## config.mk

```make
export PLATFORM = sky130hd
export DESIGN_NAME = add_seq_arbiter
export DESIGN_NICKNAME = d
export VERILOG_FILES = /design/src/rtl/add_seq_arbiter.sv
export SDC_FILE = /design/constraint.sdc
export NUM_CORES = 1
export LEC_CHECK = 0
export BUFFER_PORTS_ARGS = -buffer_cell sky130_fd_sc_hd__buf_2
export CORE_MARGIN = 3
export CORE_UTILIZATION = 40
export DETAILED_ROUTE_END_ITERATION = 8
export PLACE_DENSITY_LB_ADDON = 0.05
export SLEW_MARGIN = 5
export SYNTH_ARGS = -nofsm -noshare
export SYNTH_HDL_FRONTEND = slang
export SYNTH_SLANG_ARGS = --single-unit
export TNS_END_PERCENT = 50
```

## constraint.sdc

```tcl
create_clock -name clk -period 8.11 [get_ports clk]
set_clock_uncertainty 0.05 [all_clocks]
set_input_delay 1.622 -clock clk [delete_from_list [all_inputs] [get_ports clk]]
set_output_delay 1.622 -clock clk [all_outputs]
set_load 0.02 [all_outputs]
```

## src/rtl/add_seq_arbiter.sv

```systemverilog
// Word-serial sequencer and round-robin arbiter for one shared W-bit adder.
// Two requesters submit WORDS*W-bit adds; the granted operation is fed to the
// external adder one word per cycle, LSW first, with the carry chained between
// words in a local register. The full sum and final carry are returned through
// a valid/ready result port.
//
// state  | meaning
// -------+----------------------------------------------------------------
// IDLE   | arbitrating; req_ready asserted for the granted requester
// RUN    | word k on the shared adder, one word per cycle
// DONE   | result presented, waiting for res_ready

module add_seq_arbiter #(
    parameter int W     = 16,
    parameter int WORDS = 4
) (
    input  logic                 clk,
    input  logic                 rst,
    input  logic [1:0]           req_valid,
    output logic [1:0]           req_ready,
    input  logic [W*WORDS-1:0]   a0,
    input  logic [W*WORDS-1:0]   b0,
    input  logic                 cin0,
    input  logic [W*WORDS-1:0]   a1,
    input  logic [W*WORDS-1:0]   b1,
    input  logic                 cin1,
    output logic [W-1:0]         add_a,
    output logic [W-1:0]         add_b,
    output logic                 add_cin,
    input  logic [W-1:0]         add_sum,
    input  logic                 add_cout,
    output logic                 res_valid,
    input  logic                 res_ready,
    output logic                 res_id,
    output logic [W*WORDS-1:0]   res_sum,
    output logic                 res_cout,
    output logic                 busy
);

    localparam int OW = W * WORDS;
    localparam int KW = (WORDS > 1) ? $clog2(WORDS) : 1;
    localparam logic [KW-1:0] K_LAST = KW'(WORDS - 1);

    typedef enum logic [1:0] {
        S_IDLE = 2'd0,
        S_RUN  = 2'd1,
        S_DONE = 2'd2
    } state_t;

    state_t          state;
    state_t          state_nxt;

    logic            rr_ptr;
    logic [KW-1:0]   k;
    logic            carry_q;
    logic            cin_q;
    logic [OW-1:0]   a_q;
    logic [OW-1:0]   b_q;
    logic [OW-1:0]   sum_q;
    logic            res_id_q;
    logic            res_cout_q;

    logic            req_any;
    logic            grant;
    logic            k_last;

    // Grant selection: a lone requester wins outright, a tie goes to rr_ptr.
    always_comb begin
        req_any = |req_valid;
        grant   = (req_valid == 2'b11) ? rr_ptr : req_valid[1];
        k_last  = (k == K_LAST);
    end

    // State register.
    always_ff @(posedge clk or posedge rst) begin
        if (rst) begin
            state <= S_IDLE;
        end else begin
            state <= state_nxt;
        end
    end

    // Next-state logic.
    always_comb begin
        state_nxt = state;
        case (state)
            S_IDLE:  if (req_any)   state_nxt = S_RUN;
            S_RUN:   if (k_last)    state_nxt = S_DONE;
            S_DONE:  if (res_ready) state_nxt = S_IDLE;
            default:                state_nxt = S_IDLE;
        endcase
    end

    // Output decode: handshake, adder drive and status per state.
    // req_ready is also gated by rst so an asserted reset never shows a grant.
    always_comb begin
        req_ready = 2'b00;
        add_a     = '0;
        add_b     = '0;
        add_cin   = 1'b0;
        res_valid = 1'b0;
        busy      = 1'b0;
        case (state)
            S_IDLE: begin
                if (req_any && !rst) req_ready[grant] = 1'b1;
            end
            S_RUN: begin
                busy    = 1'b1;
                add_a   = a_q[k*W +: W];
                add_b   = b_q[k*W +: W];
                add_cin = (k == '0) ? cin_q : carry_q;
            end
            S_DONE: begin
                busy      = 1'b1;
                res_valid = 1'b1;
            end
            default: ;
        endcase
    end

    // Operand capture on accept, per-word sum/carry collection while running.
    always_ff @(posedge clk or posedge rst) begin
        if (rst) begin
            rr_ptr     <= 1'b0;
            k          <= '0;
            carry_q    <= 1'b0;
            cin_q      <= 1'b0;
            a_q        <= '0;
            b_q        <= '0;
            sum_q      <= '0;
            res_id_q   <= 1'b0;
            res_cout_q <= 1'b0;
        end else begin
            case (state)
                S_IDLE: begin
                    if (req_any) begin
                        a_q      <= grant ? a1   : a0;
                        b_q      <= grant ? b1   : b0;
                        cin_q    <= grant ? cin1 : cin0;
                        res_id_q <= grant;
                        rr_ptr   <= ~grant;
                        k        <= '0;
                    end
                end
                S_RUN: begin
                    sum_q[k*W +: W] <= add_sum;
                    carry_q         <= add_cout;
                    if (k_last) begin
                        res_cout_q <= add_cout;
                        k          <= '0;
                    end else begin
                        k <= k + KW'(1);
                    end
                end
                default: ;
            endcase
        end
    end

    assign res_sum  = sum_q;
    assign res_cout = res_cout_q;
    assign res_id   = res_id_q;

endmodule

```

==> results of run 1 <==
-- logic make-up (layout without fill, tap and decap cells) --
kind of cell / after synthesis / count (layout) / share of synthesized area
mux: 36 / 36 / 0.0762
simple gates: 182 / 182 / 0.0865
flops: 201 / 201 / 0.502
buf+inv: 114 / 441 / 0.0500
compound gates: 461 / 461 / 0.274
other cells: 0 / 3 / 0
fa+ha+maj: 9 / 9 / 0.0112
-- per-layer routing --
layer,wire length (microns),share of wire,up-vias,track usage
li1,-,-,4347,-
met1,15700,0.44,4631,0.376
met2,16900,0.47,442,0.403
met3,2760,0.077,49,0.0391
met4,668,0.019,2,0.0623
met5,13,0.00036,-,0
-- synthesized netlist by cell type, drive strengths merged, types with 4 or more instances --
| cell | n | area, sq um |
|---|---|---|
| nand2 | 4 | 17.5 |
| inv | 7 | 26.3 |
| clkbuf | 67 | 251 |
| nor4 | 4 | 70.1 |
| a21oi | 130 | 651 |
| a22o | 65 | 584 |
| dfrtp | 201 | 5030 |
| mux4 | 32 | 721 |
| o21ai | 131 | 659 |
| a31oi | 130 | 813 |
| buf | 40 | 224 |
| nor2 | 132 | 495 |
| ha | 9 | 113 |
| and2 | 32 | 200 |
-- how the worst max path moves through the flow --
stage | start | endpoint | slack [ps] | cells after the start
floorplan | rst | a_q[0] | 960 | 1
global placement | req_valid[1] | req_ready[1] | 3130 | 4
detailed placement | req_valid[1] | req_ready[1] | 3110 | 4
CTS | req_valid[1] | req_ready[1] | 3100 | 4
global route | req_valid[1] | req_ready[1] | 2980 | 4
finish | req_valid[1] | req_ready[1] | 3080 | 4
-- metrics by stage --
| step | instance area [sq um] | hold WS (ps) |
|---|---|---|
| 3_5_place_dp | 12000 | 436 |
| 6_report | 12800 | 444 |
| 3_3_place_gp | 12000 | 432 |
| 2_1_floorplan | 10000 | 415 |
| 4_1_cts | 12800 | 452 |
| 5_1_grt | 12800 | 458 |
-- area by class of cell --
cell class	count	area (sq um)
Tap cell	324	405
Timing Repair Buffer	391	1980
Clock inverter	8	90.1
Sequential cell	201	5030
Multi-Input combinational cell	688	4520
Clock buffer	35	713
Inverter	7	36.3
Fill cell	2325	11700
Antenna cell	3	7.51
-- state kept, by name, summed over array words and instances, names as in the netlist --
register,count
a_q,64
b_q,64
res_sum,64
k,2
state,2
carry_q,1
cin_q,1
res_cout,1
res_id,1
rr_ptr,1
-- worst register-to-register path: stages, from the launching register on --
cell	delay, ps
dfrtp_1	390
inv_1	100
ha_2	790
nand2_1	750
nor4_4	1050
a22o_2	290
-- power by group through the flow --
stage          logic, W  registers [W]  clock network (W)
6_report        0.00211        0.00173            0.00110
4_1_cts         0.00213        0.00173            0.00112
3_5_place_dp    0.00212        0.00174                  0
5_1_grt         0.00233        0.00178            0.00116
2_1_floorplan   0.00150        0.00170                  0
3_3_place_gp    0.00209        0.00174                  0
==> summary.md, run 1 <==
| Metric | Value |
|---|---|
| Final nets | `1,602` |
| Starting Density | `0.410` |
| Reg2reg end | `res_sum[38]` |
| Sequential Power Share | `0.351` |
| Yosys reg bits | `201` |
| Pwr/cell area | `between 300 and 400 nW/um^2` |
| Post-Syn Nets | `1,292` |
| Layout Utilization | `0.523` |
| Hold_buf cts | `0` |
| Setup bufs post-CTS | `0` |
| P&R area growth vs syn | `27.5%` |
| RePlAce Congestion | `0.835` |
| CP max stage delay | `~570 ps` |
| Hold depth | `1` |
| Largest net degree at the start of global routing | `130` |
| Buf/Inv on CP | `3` |
| HP Class | `flop to flop` |
| Leakage power | `5.94 nW` |
| Die span in y | `164 microns` |
| Initial antenna violation count | `4` |
| Commonest non-fill, non-tap cells in the layout | `buf_2, dfrtp_1, nor2_1` |
| Worst-Skew Late Latency | `510 ps` |
| DPL Wire Length | `around 23 mm` |
| PnR worst setup slack | `between 3000 and 4000 ps` |
| Initial DRC Count | `887` |
| Peak supply drop | `between 0.15 and 0.2 mV` |
| Die Wd | `approximately 160 microns` |
| TritonCTS buffer count | `24` |
| Final setup viols | `0` |
| Cell Count Post-Placement | `~1,600` |
| Worst-path maximum fanout | `68` |
| CP Class | `input pin to output port` |
| Comb power frac | `0.428` |
| Sequential area share after synthesis | `0.502` |
| Most common cell after layout, fill and taps aside | `buf_2` |
| Drt drc | `0` |
| Pre-CTS WS | `slightly above 3000 ps` |
| Crit. End Element | `output port` |
| Slew Viols, Final | `0` |
| CTS sink cnt | `between 200 and 250` |
| Switching Fraction | `0.399` |
| Ys async rst share | `1.00` |
| Largest delay share family, worst path | `buffers and inverters` |
| P_sw | `between 0.0015 and 0.002 W` |
| Syn Std Cell Area | `10,000 sq um` |
| EDFF count, synth | `0` |
| Via-to-Cell Ratio | `approximately 5.7` |
| Slew @ Worst Pin | `around 1100 ps` |
| CORE AREA | `around 24,000 sq um` |
| Number of core rows | `57` |
| Clock power share | `0.222` |
| Critical path required time | `about 6400 ps` |
| I/O pins | `between 300 and 400` |
| DRT Wirelength | `36.1 mm` |
| Status | `finished, final reports clean` |
| Avg Cell Area, Syn | `about 10 sq um` |
| Vias in the first global route | `a little over 9,000` |
| Setup TNS | `0 ps` |
| Int Pwr | `roughly 0.0030 W` |
| Non-filler cells, final | `around 1,700` |
| DR pass1 iterations | `7` |
| RSZ-0062 raised after global routing | `false` |
| Clock Path Buffers | `3` |
| Slowest library cell on the worst path | `buf_4` |
| Final worst-path cycle share | `0.621` |
| CP arrival | `between 3000 and 4000 ps` |
| Synth unique cells | `35` |
| Port bufs | `roughly 380` |
| Hold EP | `res_sum[42]` |
| Yosys warning total | `0` |
| Global-route wire length before repair | `54.4 mm` |
| Primary FF master, synth | `dfrtp_1` |
| Reg2Reg Launch Point | `state[1]` |
| Hold path start | `res_sum[42]` |
| Post_cts resized | `0` |
| Post-detailed-route count of antenna-violating nets | `0` |
| TritonCTS clock tree | `yes` |
| Reg-to-reg slack, setup | `4630 ps` |
| Share of cells above drive strength 1 | `0.371` |
| Synth Instances | `between 1,000 and 1,500` |
| CP Launch Type | `input pin` |
| Final Hold Fails | `0` |
| Worst-path cell chain | `buf_4 > inv_4 > nor4_1 > buf_2` |
| Worst slew margin | `0.258` |
| Max H-tree Level | `1` |
| R2R depth | `5` |
| Max cap viols | `0` |
| Die area | `27,000 sq um` |
| Clk root buf | `clkbuf_16` |
| Design Power | `between 0.004 and 0.005 W` |
| Vias | `9,471` |
| F_max | `199 MHz` |
| Clock-pin slew on the worst setup and hold paths | `50 ps` |
| Gr ovfl total | `0` |
| Period minus WS final | `a little over 5000 ps` |
| Overall Global Routing Usage | `0.257` |
| Routed length per instance | `between 20 and 25 microns` |
(Power assumes the default switching activity.)
==> inputs of run 2 (changes only) <==
Clock period 8.11 ns to 4.9 ns, I/O delays scaled along.
==> run 2 against run 1 <==
  * Register-to-register slack got worse by 2900 ps
  * Flip-flop and latch count did not move
  * Die area did not move
  * Utilization rose by 0.14 points
  * Non-clock buffer count rose by 6
  * First-iteration DRC count rose by 3.2%
  * Worst hold slack improved by 2.0 ps
  * Clock-buffer cell count fell by 4
  * Clock power rose by 61%
  * Critical path type is now flop to output port
  * Largest cell class unchanged
==> summary.md, run 2 (same netlist as run 1, synthesis figures left out) <==
| Metric | Value |
|---|---|
| CORE AREA | `24,500 sq um` |
| P_sw | `0.00326 W` |
| Final Hold Fails | `0` |
| Layout Utilization | `0.524` |
| Clock power share | `0.217` |
| Post-DP Area | `between 10,000 and 15,000 sq um` |
| Worst-path maximum fanout | `25` |
| TritonCTS buffer count | `23` |
| Worst slew margin | `0.267` |
| Max H-tree Level | `1` |
| Reg2reg end | `res_sum[5]` |
| Hold_buf cts | `0` |
| Initial DRC Count | `915` |
| TritonCTS clock tree | `yes` |
| Overall Global Routing Usage | `0.258` |
| Via-to-Cell Ratio | `5.77` |
| Max cap viols | `0` |
| Slew Viols, Final | `0` |
| Pre-CTS WS | `about 1300 ps` |
| Design area | `about 13,000 sq um` |
| Post-detailed-route count of antenna-violating nets | `0` |
| Crit. End Element | `output port` |
| CP arrival | `2800 ps` |
| Switching Fraction | `0.400` |
| Worst-Skew Late Latency | `approximately 500 ps` |
| Port bufs | `approximately 380` |
| Period minus WS final | `~3800 ps` |
| Post_cts resized | `0` |
| RSZ-0062 raised after global routing | `false` |
| Slew @ Worst Pin | `~1100 ps` |
| Setup TNS | `0 ps` |
| Reg2Reg Launch Point | `state[1]` |
| Largest net degree at the start of global routing | `~110` |
| Most common cell after layout, fill and taps aside | `buf_2` |
| Clock Path Buffers | `3` |
| Vias in the first global route | `9,417` |
| Final nets | `between 1,500 and 2,000` |
| Share of cells above drive strength 1 | `0.372` |
| Int Pwr | `0.00489 W` |
| Number of core rows | `57` |
| I/O pins | `around 380` |
| Critical path required time | `3870 ps` |
| CTS sink cnt | `201` |
| Setup bufs post-CTS | `0` |
| DRT Wirelength | `36.3 mm` |
| Global-route wire length before repair | `54.7 mm` |
| CP Launch Type | `flop` |
| Clock-pin slew on the worst setup and hold paths | `~60 ps` |
| Gr ovfl total | `0` |
| Fillers | `2,352` |
| HP Class | `flop to flop` |
| Commonest non-fill, non-tap cells in the layout | `buf_2, dfrtp_1, nor2_1` |
| P&R area growth vs syn | `27.9%` |
| FF+latch area | `5030 sq um` |
| Routed length per instance | `between 20 and 25 microns` |
| Status | `finished, final reports clean` |
| Sequential Power Share | `0.353` |
| Design Power | `roughly 0.0082 W` |
| DR pass1 iterations | `5` |
| CP max stage delay | `950 ps` |
| Leakage power | `just under 6 nW` |
| Peak supply drop | `approximately 0.29 mV` |
| F_max | `between 200 and 300 MHz` |
| Multi-input gate area | `around 4500 sq um` |
| Setup crit start | `k[0]` |
| Final worst-path cycle share | `0.782` |
| Starting Density | `0.410` |
| Initial antenna violation count | `8` |
| Drt drc | `0` |
| RePlAce Congestion | `about 0.85` |
| Die span in y | `164 microns` |
| Vias | `9,590` |
| Clk root buf | `clkbuf_16` |
| CP Class | `flop to output port` |
| R2R depth | `5` |
| Comb power frac | `0.430` |
| Worst Setup EP | `add_b[14]` |
| Worst-path cell chain | `buf_4 > mux4_2 > and2_1 > buf_2` |
| Die area | `between 20,000 and 30,000 sq um` |
| Reg-to-reg slack, setup | `~1800 ps` |
| DPL Wire Length | `23.9 mm` |
| Final setup viols | `0` |
| Pwr/cell area | `approximately 640 nW/um^2` |
| Slowest library cell on the worst path | `dfrtp_2` |
| Die Wd | `~160 microns` |
| PnR worst setup slack | `1070 ps` |
## run 2: cell types whose count changed in the layout (fill, tap and decap cells not counted)
cell and delta:
inv_8 -1, clkbuf_8 -1, clkinv_2 -5, buf_12 +2, clkbuf_16 -2, diode_2 +5
clkbuf_1 -1, clkinv_4 +2, clkinvlp_4 +1, bufinv_16 +1, buf_4 +4
## run 2: worst max-delay path: cells and delay by family, from the launching register on
family,cells,cell delay [ps]
buf+inv,2,610
simple gates,1,190
mux,1,530
flops,1,950
## run 2: per-layer routing
metal  GRT usage  share of wire  vias up
met4      0.0742          0.023        0
li1            -              -     4369
met1       0.374           0.43     4722
met2       0.400           0.47      449
met3      0.0424          0.079       50
met5           0              0        -
## run 2: through the flow
step | std cells | hold WS (ps)
finish | 1662 | 446
detailed placement | 1617 | 437
global placement | 1617 | 432
CTS | 1654 | 452
floorplan | 1003 | 415
global route | 1662 | 461
## run 2: how the worst min path moves through the flow
stage	start	endpoint	slack, ps	cells after the start
after floorplan	rr_ptr	rr_ptr	410	1
after global placement	res_sum[28]	res_sum[28]	430	1
after global routing	res_sum[0]	res_sum[0]	460	1
final	res_sum[28]	res_sum[28]	450	1
after detailed placement	res_sum[23]	res_sum[23]	440	1
after CTS	res_sum[31]	res_sum[31]	450	1
## run 2: layout make-up
type,instances,share of cell area
multi-input combinational,688,0.353
tap,324,0.0316
inverter,7,0.00254
antenna,8,0.00156
sequential,201,0.392
timing repair buffer,397,0.160
clock inverter,6,0.00878
clock buffer,31,0.0503
## run 2: power groups by stage
stage                     clock, W  combinational, W  sequential [W]
after floorplan                  0           0.00248         0.00282
after CTS                  0.00180           0.00353         0.00288
final                      0.00177           0.00351         0.00288
after detailed placement         0           0.00351         0.00290
after global placement           0           0.00348         0.00288
after global routing       0.00187           0.00388         0.00296
==> inputs of run 3 (changes only) <==
Clock period 4.9 ns to 3.4 ns, I/O delays scaled along.
==> run 3 against run 2 <==
  * Sequential share of layout area decreased by 0.73 points
  * Cell count increased by 1.1%
  * Global-route usage increased by 0.20 points
  * Sequential power increased by 46%
  * Routed wire length increased by 0.96%
  * Via count increased by 0.43%
  * Clock-buffer cell count decreased by 1
  * Non-clock buffer count increased by 10
  * Critical endpoint is now add_b[1]
==> summary.md, run 3 (same netlist as run 1, synthesis figures left out) <==
| Metric | Value |
|---|---|
| Status | `finished, final reports clean` |
| Post-detailed-route count of antenna-violating nets | `0` |
| Worst-path maximum fanout | `18` |
| CP Launch Type | `flop` |
| Worst-Skew Late Latency | `roughly 520 ps` |
| CTS sink cnt | `around 200` |
| TritonCTS clock tree | `yes` |
| CORE AREA | `~24,000 sq um` |
| Drt drc | `0` |
| Worst slew margin | `0.378` |
| Starting Density | `0.410` |
| Post_cts resized | `0` |
| Reg2Reg Launch Point | `k[0]` |
| Setup bufs post-CTS | `0` |
| Vias in the first global route | `9,471` |
| FF+latch area | `approximately 5000 sq um` |
| Die area | `approximately 27,000 sq um` |
| Final nets | `~1,600` |
| Slew Viols, Final | `0` |
| F_max | `306 MHz` |
| P&R area growth vs syn | `30.3%` |
| Most common cell after layout, fill and taps aside | `buf_2` |
| Comb power frac | `0.420` |
| Clock power share | `0.237` |
| Pwr/cell area | `934 nW/um^2` |
| Largest net degree at the start of global routing | `around 160` |
| Initial DRC Count | `903` |
| DR pass1 iterations | `5` |
| Fillers | `2,305` |
| Leakage power | `about 6.1 nW` |
| TritonCTS buffer count | `24` |
| Number of core rows | `57` |
| Gr ovfl total | `0` |
| Clock Path Buffers | `3` |
| Share of cells above drive strength 1 | `0.380` |
| Die Wd | `164 microns` |
| Sequential Power Share | `0.344` |
| Final setup viols | `0` |
| Reg-to-reg slack, setup | `850 ps` |
| I/O pins | `around 380` |
| Max cap viols | `0` |
| Final worst-path cycle share | `0.960` |
| DRT Wirelength | `~37 mm` |
| Reg2reg end | `res_sum[40]` |
| Critical path required time | `roughly 2700 ps` |
| Routed length per instance | `approximately 22 microns` |
| Port bufs | `between 300 and 400` |
| Period minus WS final | `about 3300 ps` |
| CP arrival | `2540 ps` |
| Slew @ Worst Pin | `around 930 ps` |
| Max H-tree Level | `1` |
| Layout Utilization | `0.534` |
| CP Class | `flop to output port` |
| RSZ-0062 raised after global routing | `false` |
| P_sw | `0.00482 W` |
| Vias | `around 9,600` |
| Clock-pin slew on the worst setup and hold paths | `around 70 ps` |
| Crit. End Element | `output port` |
| Final Hold Fails | `0` |
| Peak supply drop | `0.630 mV` |
| Overall Global Routing Usage | `0.260` |
| Commonest non-fill, non-tap cells in the layout | `buf_2, dfrtp_1, nor2_1` |
| Initial antenna violation count | `10` |
| Via-to-Cell Ratio | `approximately 5.7` |
| Hold_buf cts | `0` |
| Die span in y | `around 160 microns` |
| Setup TNS | `0 ps` |
| R2R depth | `6` |
| DPL Wire Length | `between 20 and 25 mm` |
| Int Pwr | `approximately 0.0074 W` |
| Global-route wire length before repair | `between 50 and 60 mm` |
| Clk root buf | `clkbuf_16` |
| Multi-input gate area | `4520 sq um` |
| HP Class | `input pin to asynchronous set/reset pin` |
| Switching Fraction | `0.395` |
| RePlAce Congestion | `just under 0.9` |
==> run 3: worst max path at each step <==
stage | from | slack, ps | depth (start not counted) | to
3_5_place_dp | k[0] | 670 | 4 | add_b[1]
2_1_floorplan | rst | 70 | 1 | a_q[0]
6_report | k[0] | 130 | 4 | add_b[1]
4_1_cts | k[0] | 70 | 4 | add_b[1]
5_1_grt | k[0] | 20 | 4 | add_b[1]
3_3_place_gp | k[0] | 680 | 4 | add_b[1]
==> run 3: worst max-delay path, cell delays in order (launching register included) <==
cell     delay, ps
dfrtp_2        840
buf_12         280
mux4_2         520
and2_1         200
buf_2          160
==> run 3: final cells by class <==
type	count	area share
flip-flops and latches	201	0.385
multi-input cells	688	0.346
repair buffers	407	0.166
clock buffers	30	0.0501
well taps	324	0.0310
clock inverters	14	0.0176
inverters	7	0.00249
diodes	9	0.00172
==> run 3: per-stage QoR <==
step                      instances  area, sq um  hold slack (ps)  worst slack (ps)  power (W)
after detailed placement       1627        12200              436               666    0.00933
after global routing           1678        13100              355              18.3     0.0130
after CTS                      1671        13000              342              68.3     0.0123
final                          1680        13100              332               135     0.0122
after floorplan                1003        10000              415              67.7    0.00763
after global placement         1627        12200              433               680    0.00927
==> run 3: power by group through the flow <==
stage,logic (W),clock network (W),registers [W]
2_1_floorplan,0.00357,0,0.00406
3_3_place_gp,0.00506,0,0.00421
3_5_place_dp,0.00512,0,0.00421
4_1_cts,0.00514,0.00293,0.00419
5_1_grt,0.00562,0.00304,0.00430
6_report,0.00513,0.00289,0.00420
==> run 3: metal layers <==
layer / vias up / global-route usage / part of all wire
li1: 4389 / - / -
met1: 4706 / 0.365 / 0.42
met2: 461 / 0.404 / 0.46
met3: 69 / 0.0527 / 0.084
met4: 6 / 0.0865 / 0.029
met5: - / 0 / 0.00076
